==> config.mk <==
export PLATFORM = sky130hd
export DESIGN_NAME = inst_loader_flat
export DESIGN_NICKNAME = d
export VERILOG_FILES = /design/src/rtl/inst_loader_if.sv /design/src/rtl/inst_loader.sv /design/src/flat_wrapper.sv
export SDC_FILE = /design/constraint.sdc
export NUM_CORES = 1
export LEC_CHECK = 0
export ABC_AREA = 1
export CAP_MARGIN = 25
export CORE_MARGIN = 2
export CORE_UTILIZATION = 55
export CTS_CLUSTER_DIAMETER = 50
export CTS_CLUSTER_SIZE = 20
export DETAILED_ROUTE_END_ITERATION = 6
export GPL_TIMING_DRIVEN = 0
export PLACE_DENSITY = 0.83
export RECOVER_POWER = 25
export SLEW_MARGIN = 20
export SYNTH_ARGS = -nofsm -noshare
export SYNTH_HDL_FRONTEND = slang
export SYNTH_SLANG_ARGS = --single-unit
==> constraint.sdc <==
create_clock -name clk_CPU -period 8.06 [get_ports clk_CPU]
set_input_delay 2.418 -clock clk_CPU [delete_from_list [all_inputs] [get_ports clk_CPU]]
set_output_delay 2.418 -clock clk_CPU [all_outputs]
set_load 0.05 [all_outputs]
==> src/rtl/inst_loader_if.sv <==
// Byte-stream input and instruction-memory write bus of the boot loader.
interface inst_loader_if #(
  parameter int unsigned ADDR_W = 10
);
  logic [7:0]        in_data;
  logic              in_valid;
  logic              in_ready;
  logic              im_we;
  logic [ADDR_W-1:0] im_addr;
  logic [31:0]       im_wdata;

  // Loader side: consumes bytes, drives memory writes.
  modport master (
    input  in_data,
    input  in_valid,
    output in_ready,
    output im_we,
    output im_addr,
    output im_wdata
  );

  // Environment side: byte source and instruction memory.
  modport slave (
    output in_data,
    output in_valid,
    input  in_ready,
    input  im_we,
    input  im_addr,
    input  im_wdata
  );
endinterface

==> src/rtl/inst_loader.sv <==
// Boot-time instruction loader: 16-bit word-count header, then big-endian
// 32-bit words written to instruction memory from byte address 0. The core
// is held off until the load completes.
module inst_loader #(
  parameter int unsigned ADDR_W = 10,
  parameter int unsigned DEPTH  = 256
) (
  input  logic                clk_CPU,
  input  logic                rst_CPU,
  inst_loader_if.master       bus,
  input  logic                start,
  output logic                cpu_run,
  output logic                load_err,
  output logic [15:0]         words_loaded
);

  typedef enum logic [2:0] {
    S_LEN_HI,
    S_LEN_LO,
    S_BYTES,
    S_WRITE,
    S_DONE,
    S_ERROR
  } state_t;

  state_t            state_q, state_d;
  logic [15:0]       count_q, count_d;
  logic [31:0]       word_q, word_d;
  logic [1:0]        idx_q, idx_d;
  logic [ADDR_W-1:0] addr_q, addr_d;
  logic [15:0]       words_q, words_d;
  logic              in_ready_q, in_ready_d;
  logic              im_we_q, im_we_d;
  logic              cpu_run_q, cpu_run_d;
  logic              load_err_q, load_err_d;

  logic              xfer;
  logic [15:0]       hdr;
  logic [15:0]       words_inc;

  assign xfer      = bus.in_valid && in_ready_q;
  assign hdr       = {count_q[15:8], bus.in_data};
  assign words_inc = words_q + 16'd1;

  assign bus.in_ready = in_ready_q;
  assign bus.im_we    = im_we_q;
  assign bus.im_addr  = addr_q;
  assign bus.im_wdata = word_q;
  assign cpu_run      = cpu_run_q;
  assign load_err     = load_err_q;
  assign words_loaded = words_q;

  // Next-state logic; status outputs are decoded from the next state so
  // they become registered copies of the state.
  always_comb begin
    state_d = state_q;
    count_d = count_q;
    word_d  = word_q;
    idx_d   = idx_q;
    addr_d  = addr_q;
    words_d = words_q;

    case (state_q)
      S_LEN_HI: begin
        if (xfer) begin
          count_d = {bus.in_data, count_q[7:0]};
          state_d = S_LEN_LO;
        end
      end
      S_LEN_LO: begin
        if (xfer) begin
          count_d = hdr;
          idx_d   = 2'd0;
          addr_d  = '0;
          if (hdr == 16'd0) begin
            state_d = S_DONE;
          end else if ({16'd0, hdr} > DEPTH) begin
            state_d = S_ERROR;
          end else begin
            state_d = S_BYTES;
          end
        end
      end
      S_BYTES: begin
        if (xfer) begin
          word_d = {word_q[23:0], bus.in_data};
          idx_d  = idx_q + 2'd1;
          if (idx_q == 2'd3) begin
            state_d = S_WRITE;
          end
        end
      end
      S_WRITE: begin
        words_d = words_inc;
        addr_d  = addr_q + ADDR_W'(4);
        idx_d   = 2'd0;
        state_d = (words_inc == count_q) ? S_DONE : S_BYTES;
      end
      S_DONE: begin
        if (start) begin
          words_d = 16'd0;
          addr_d  = '0;
          state_d = S_LEN_HI;
        end
      end
      S_ERROR: begin
        if (start) begin
          state_d = S_LEN_HI;
        end
      end
      default: state_d = S_LEN_HI;
    endcase

    in_ready_d = (state_d == S_LEN_HI) || (state_d == S_LEN_LO) ||
                 (state_d == S_BYTES);
    im_we_d    = (state_d == S_WRITE);
    cpu_run_d  = (state_d == S_DONE);
    load_err_d = (state_d == S_ERROR);
  end

  // State and output registers; reset aborts any load in progress.
  always_ff @(posedge clk_CPU or posedge rst_CPU) begin
    if (rst_CPU) begin
      state_q    <= S_LEN_HI;
      count_q    <= 16'd0;
      word_q     <= 32'd0;
      idx_q      <= 2'd0;
      addr_q     <= '0;
      words_q    <= 16'd0;
      in_ready_q <= 1'b1;
      im_we_q    <= 1'b0;
      cpu_run_q  <= 1'b0;
      load_err_q <= 1'b0;
    end else begin
      state_q    <= state_d;
      count_q    <= count_d;
      word_q     <= word_d;
      idx_q      <= idx_d;
      addr_q     <= addr_d;
      words_q    <= words_d;
      in_ready_q <= in_ready_d;
      im_we_q    <= im_we_d;
      cpu_run_q  <= cpu_run_d;
      load_err_q <= load_err_d;
    end
  end

endmodule

==> src/flat_wrapper.sv <==
// flat-port wrapper written by rule: the top's interface ports become plain ports
module inst_loader_flat 
#(
  parameter int unsigned ADDR_W = 10,
  parameter int unsigned DEPTH  = 256
)
  (clk_CPU, rst_CPU, start, cpu_run, load_err, words_loaded, bus_in_data, bus_in_valid, bus_in_ready, bus_im_we, bus_im_addr, bus_im_wdata);
  inst_loader_if #(.ADDR_W(ADDR_W)) bus_i ();
  input  logic clk_CPU;
  input  logic rst_CPU;
  input  logic start;
  output logic cpu_run;
  output logic load_err;
  output logic [15:0] words_loaded;
  input wire logic [$bits(bus_i.in_data)-1:0] bus_in_data;
  input wire logic [$bits(bus_i.in_valid)-1:0] bus_in_valid;
  output wire logic [$bits(bus_i.in_ready)-1:0] bus_in_ready;
  output wire logic [$bits(bus_i.im_we)-1:0] bus_im_we;
  output wire logic [$bits(bus_i.im_addr)-1:0] bus_im_addr;
  output wire logic [$bits(bus_i.im_wdata)-1:0] bus_im_wdata;
  assign bus_i.in_data = bus_in_data;
  assign bus_i.in_valid = bus_in_valid;
  assign bus_in_ready = bus_i.in_ready;
  assign bus_im_we = bus_i.im_we;
  assign bus_im_addr = bus_i.im_addr;
  assign bus_im_wdata = bus_i.im_wdata;
  inst_loader #(.ADDR_W(ADDR_W), .DEPTH(DEPTH)) u_core (.clk_CPU(clk_CPU), .rst_CPU(rst_CPU), .bus(bus_i), .start(start), .cpu_run(cpu_run), .load_err(load_err), .words_loaded(words_loaded));
endmodule
==> reports/metrics.yaml <==
floorplan:
  die-area_um2: 8000
  rows: 31
  dieWidth_um: 89.4
  chipHeight_um: 89.4
  io_pins: 74
  core_area_um2: 7180
  start_util_pct: 55.9
sta:
  tightest_slew_ns: 1.82
  max_freq_mhz: 242
  post-route-period-util_pct: 51.3
  clock_skew_ns: 0.00749
  setup_viol: 0
  hold_viol_final: 0
  slew_viol_final: 41
  relSlewSlack_pct: -22.2
  fin_setup_tns_ns: 0
  post-route-min-period_ns: 4.13
  rsz0062_at_grt: "false"
pwr:
  power.leakage_nw: 2.40
  powerDensity_nw_per_um2: 367
  power.switching_uw: 895
  p_clk_share_pct: 16.7
  p_int_uw: 968
  pwr-share-comb_pct: 48.6
  ir_worst_vdd_mv: 0.189
  switching_share_pct: 48.0
  p_seq_share_pct: 34.7
yosys:
  synthTopCellsByCount: "nand2_1 (121), dfrtp_1 (80), inv_1 (70)"
  synth_top_area_share_pct: 49.9
  synth_edf_count: 0
  synthArstFlopShare_pct: 100
  ys.flop_type: "dfrtp_1"
  synth.yosys.seq_area_share_pct: 50.5
  synth.area.top_cells: "dfrtp_1 (50%), nand2_1 (11%), inv_1 (6.5%)"
  netlist_area_um2: 4010
  synth_warnings: 0
  syn_area_per_cell_um2: 8.06
  syn_inst: 498
  synth_area_leader_cell: "dfrtp_1"
  yosysMostFrequentCell: "nand2_1"
  yosys_register_bits: 81
  synth_cell_types: 32
worst_hold_path:
  hp-start: "u_core.bus.im_wdata[18]"
  hold_path_class: "register to register"
clock_network:
  numCtsBuffers: 9
  cts.repair_timing.setup_buffer_count: 0
  insertion_delay_ns: 0.36
  numClockSinks: 81
  postCtsHoldBufs: 0
  path_clk_slew_ns: 0.09
  cts_resized: 0
  h-tree-depth: 3
  cts-root-buf: "clkbuf_8"
  cts_tree: "built"
  cts.path.max_buffers: 2
worst_setup_path:
  slowest_stage: "clkdlybuf4s50_1"
  crit_path_max_incr_delay_ns: 0.86
  startpoint_type: "register"
  cp-end-kind: "output pin"
  worstPathArrival_ns: 1.71
  crit_fanout: 7
  worstPathCellList: "clkdlybuf4s50_1"
  crit_type: "register to output pin"
  critical_path.startpoint: "u_core.words_loaded[5]"
  r2r-start: "u_core.words_loaded[0]"
  cp_num_buf_inv: 1
  required_ns: 5.64
  critPathTopFamily: "buffers and inverters"
route:
  drc: 0
  num_vias: 3665
  drt_wl_total_um: 9920
  post_drt_wl_per_cell_um: 14.5
  drt_iter0_markers: 158
  vias_per_cell: 5.34
  detail-route-antenna-nets: 0
  first_pass_iters: 5
place:
  dp_hpwl_um: 7660
  place_congestion: 0.940
  io_buffers: 71
finish:
  layout-drive-gt1-share_pct: 10.6
  areaGrowthSynthToFinish_pct: 26.6
  num-nets-final: 597
  antennaDiodeCount: 0
  post-route-util_pct: 70.8
global_route:
  antenna_found_initial: 0
  grt.overflow.total: 0
  grt_pass1_vias: 3461
  track_usage_pct: 26.4
  grt_max_degree: 42
  grt_pass1_wl_um: 16200
status:
  violations: "capacitance limit, slew limit"
  status: "finished, violations left"
flow_run:
  cap_violations: 1
[area by class of cell]
class / count / area, um2
Sequential cell: 81 / 2030
Tap cell: 99 / 124
Multi-Input combinational cell: 331 / 1650
Timing Repair Buffer: 72 / 731
Fill cell: 571 / 2100
Inverter: 74 / 279
Buffer: 13 / 62.6
Clock buffer: 9 / 124
Clock inverter: 7 / 83.8
[cell usage in the layout, fill, tap and decap left out, types with 3 or more instances in the layout]
cell type	instances
clkbuf_1	6
inv_2	4
nor2_4	4
nand2_1	121
nor2_1	36
nor3_1	5
mux2_2	8
clkdlybuf4s50_1	70
a21oi_1	13
o22ai_1	11
inv_1	69
dfrtp_1	80
nor2_2	8
ha_1	3
inv_6	3
buf_2	5
nand4_1	6
o21ai_0	41
nand3_1	46
o21ai_1	4
nor4_1	4
clkbuf_8	9
nand2_2	9
[layer usage]
| metal | track usage, % | share of wire (%) | wire length (um) | up-vias |
|---|---|---|---|---|
| met4 | 8.55 | 1.5 | 152 | 0 |
| met2 | 44.5 | 50 | 5010 | 108 |
| met3 | 2.86 | 4.2 | 414 | 17 |
| met1 | 36.0 | 44 | 4350 | 1768 |
| li1 | - | - | - | 1772 |
| met5 | 0 | 0 | 0 | - |
[registers in the layout (all words and copies together), names as in the netlist]
name and cells:
u_core.bus.im_wdata 32, u_core.bus.in_ready 1, u_core.bus.im_addr 8, u_core.load_err 1
u_core.words_loaded 16, u_core.idx_q 2, u_core.state_q 3, u_core.count_q 16
u_core.bus.im_we 1, u_core.cpu_run 1
[tightest hold or removal path, delay by kind of cell, from the launching register on]
family           cells  cell delay, ns
AO/OA/AOI/OAI        1            0.06
flip-flops           1            0.37
AND/OR/NAND/NOR      1            0.05
[through the flow]
step	area (um2)	hold slack (ns)	setup WS [ns]	std cells	power, mW
final	5080	0.514	3.93	686	1.86
after global routing	5080	0.523	3.88	686	1.98
after CTS	5080	0.506	3.93	686	1.87
after detailed placement	4870	0.484	3.79	670	1.56
after global placement	4850	0.461	2.29	669	1.52
after floorplan	4020	0.446	3.56	499	1.26
[worst paths after layout]
kind / to / slack [ns] / cells past startpoint
max: words_loaded[5] / 3.93 / 1
min: u_core.bus.im_wdata[18] / 0.51 / 2
max reg2reg: u_core.load_err / 5.93 / 13
min reg2reg: u_core.bus.im_wdata[18] / 0.51 / 2
max in group asynchronous: u_core.words_loaded[10] / 4.22 / 3
min in group asynchronous: u_core.bus.im_wdata[23] / 2.97 / 2
[cells by family (layout without fill, tap and decap cells)]
kind of cell	after synthesis	in the layout	synth area share (%)
AND/OR/NAND/NOR	245	245	27.6
adder cells (fa/ha/maj)	3	3	0.936
other	1	2	0.0935
AO/OA/AOI/OAI	71	71	9.70
XOR/XNOR	2	2	0.437
buffers and inverters	87	175	8.48
multiplexers	8	8	2.25
flip-flops	81	81	50.5
[power by group through the flow]
stage	clock network (mW)	logic [mW]	registers (mW)
finish	0.312	0.905	0.646
floorplan	0	0.340	0.920
global placement	0	0.877	0.645
detailed placement	0	0.905	0.652
global route	0.331	0.986	0.661
CTS	0.316	0.907	0.644
Note: power is estimated with default switching activity, not from simulation.
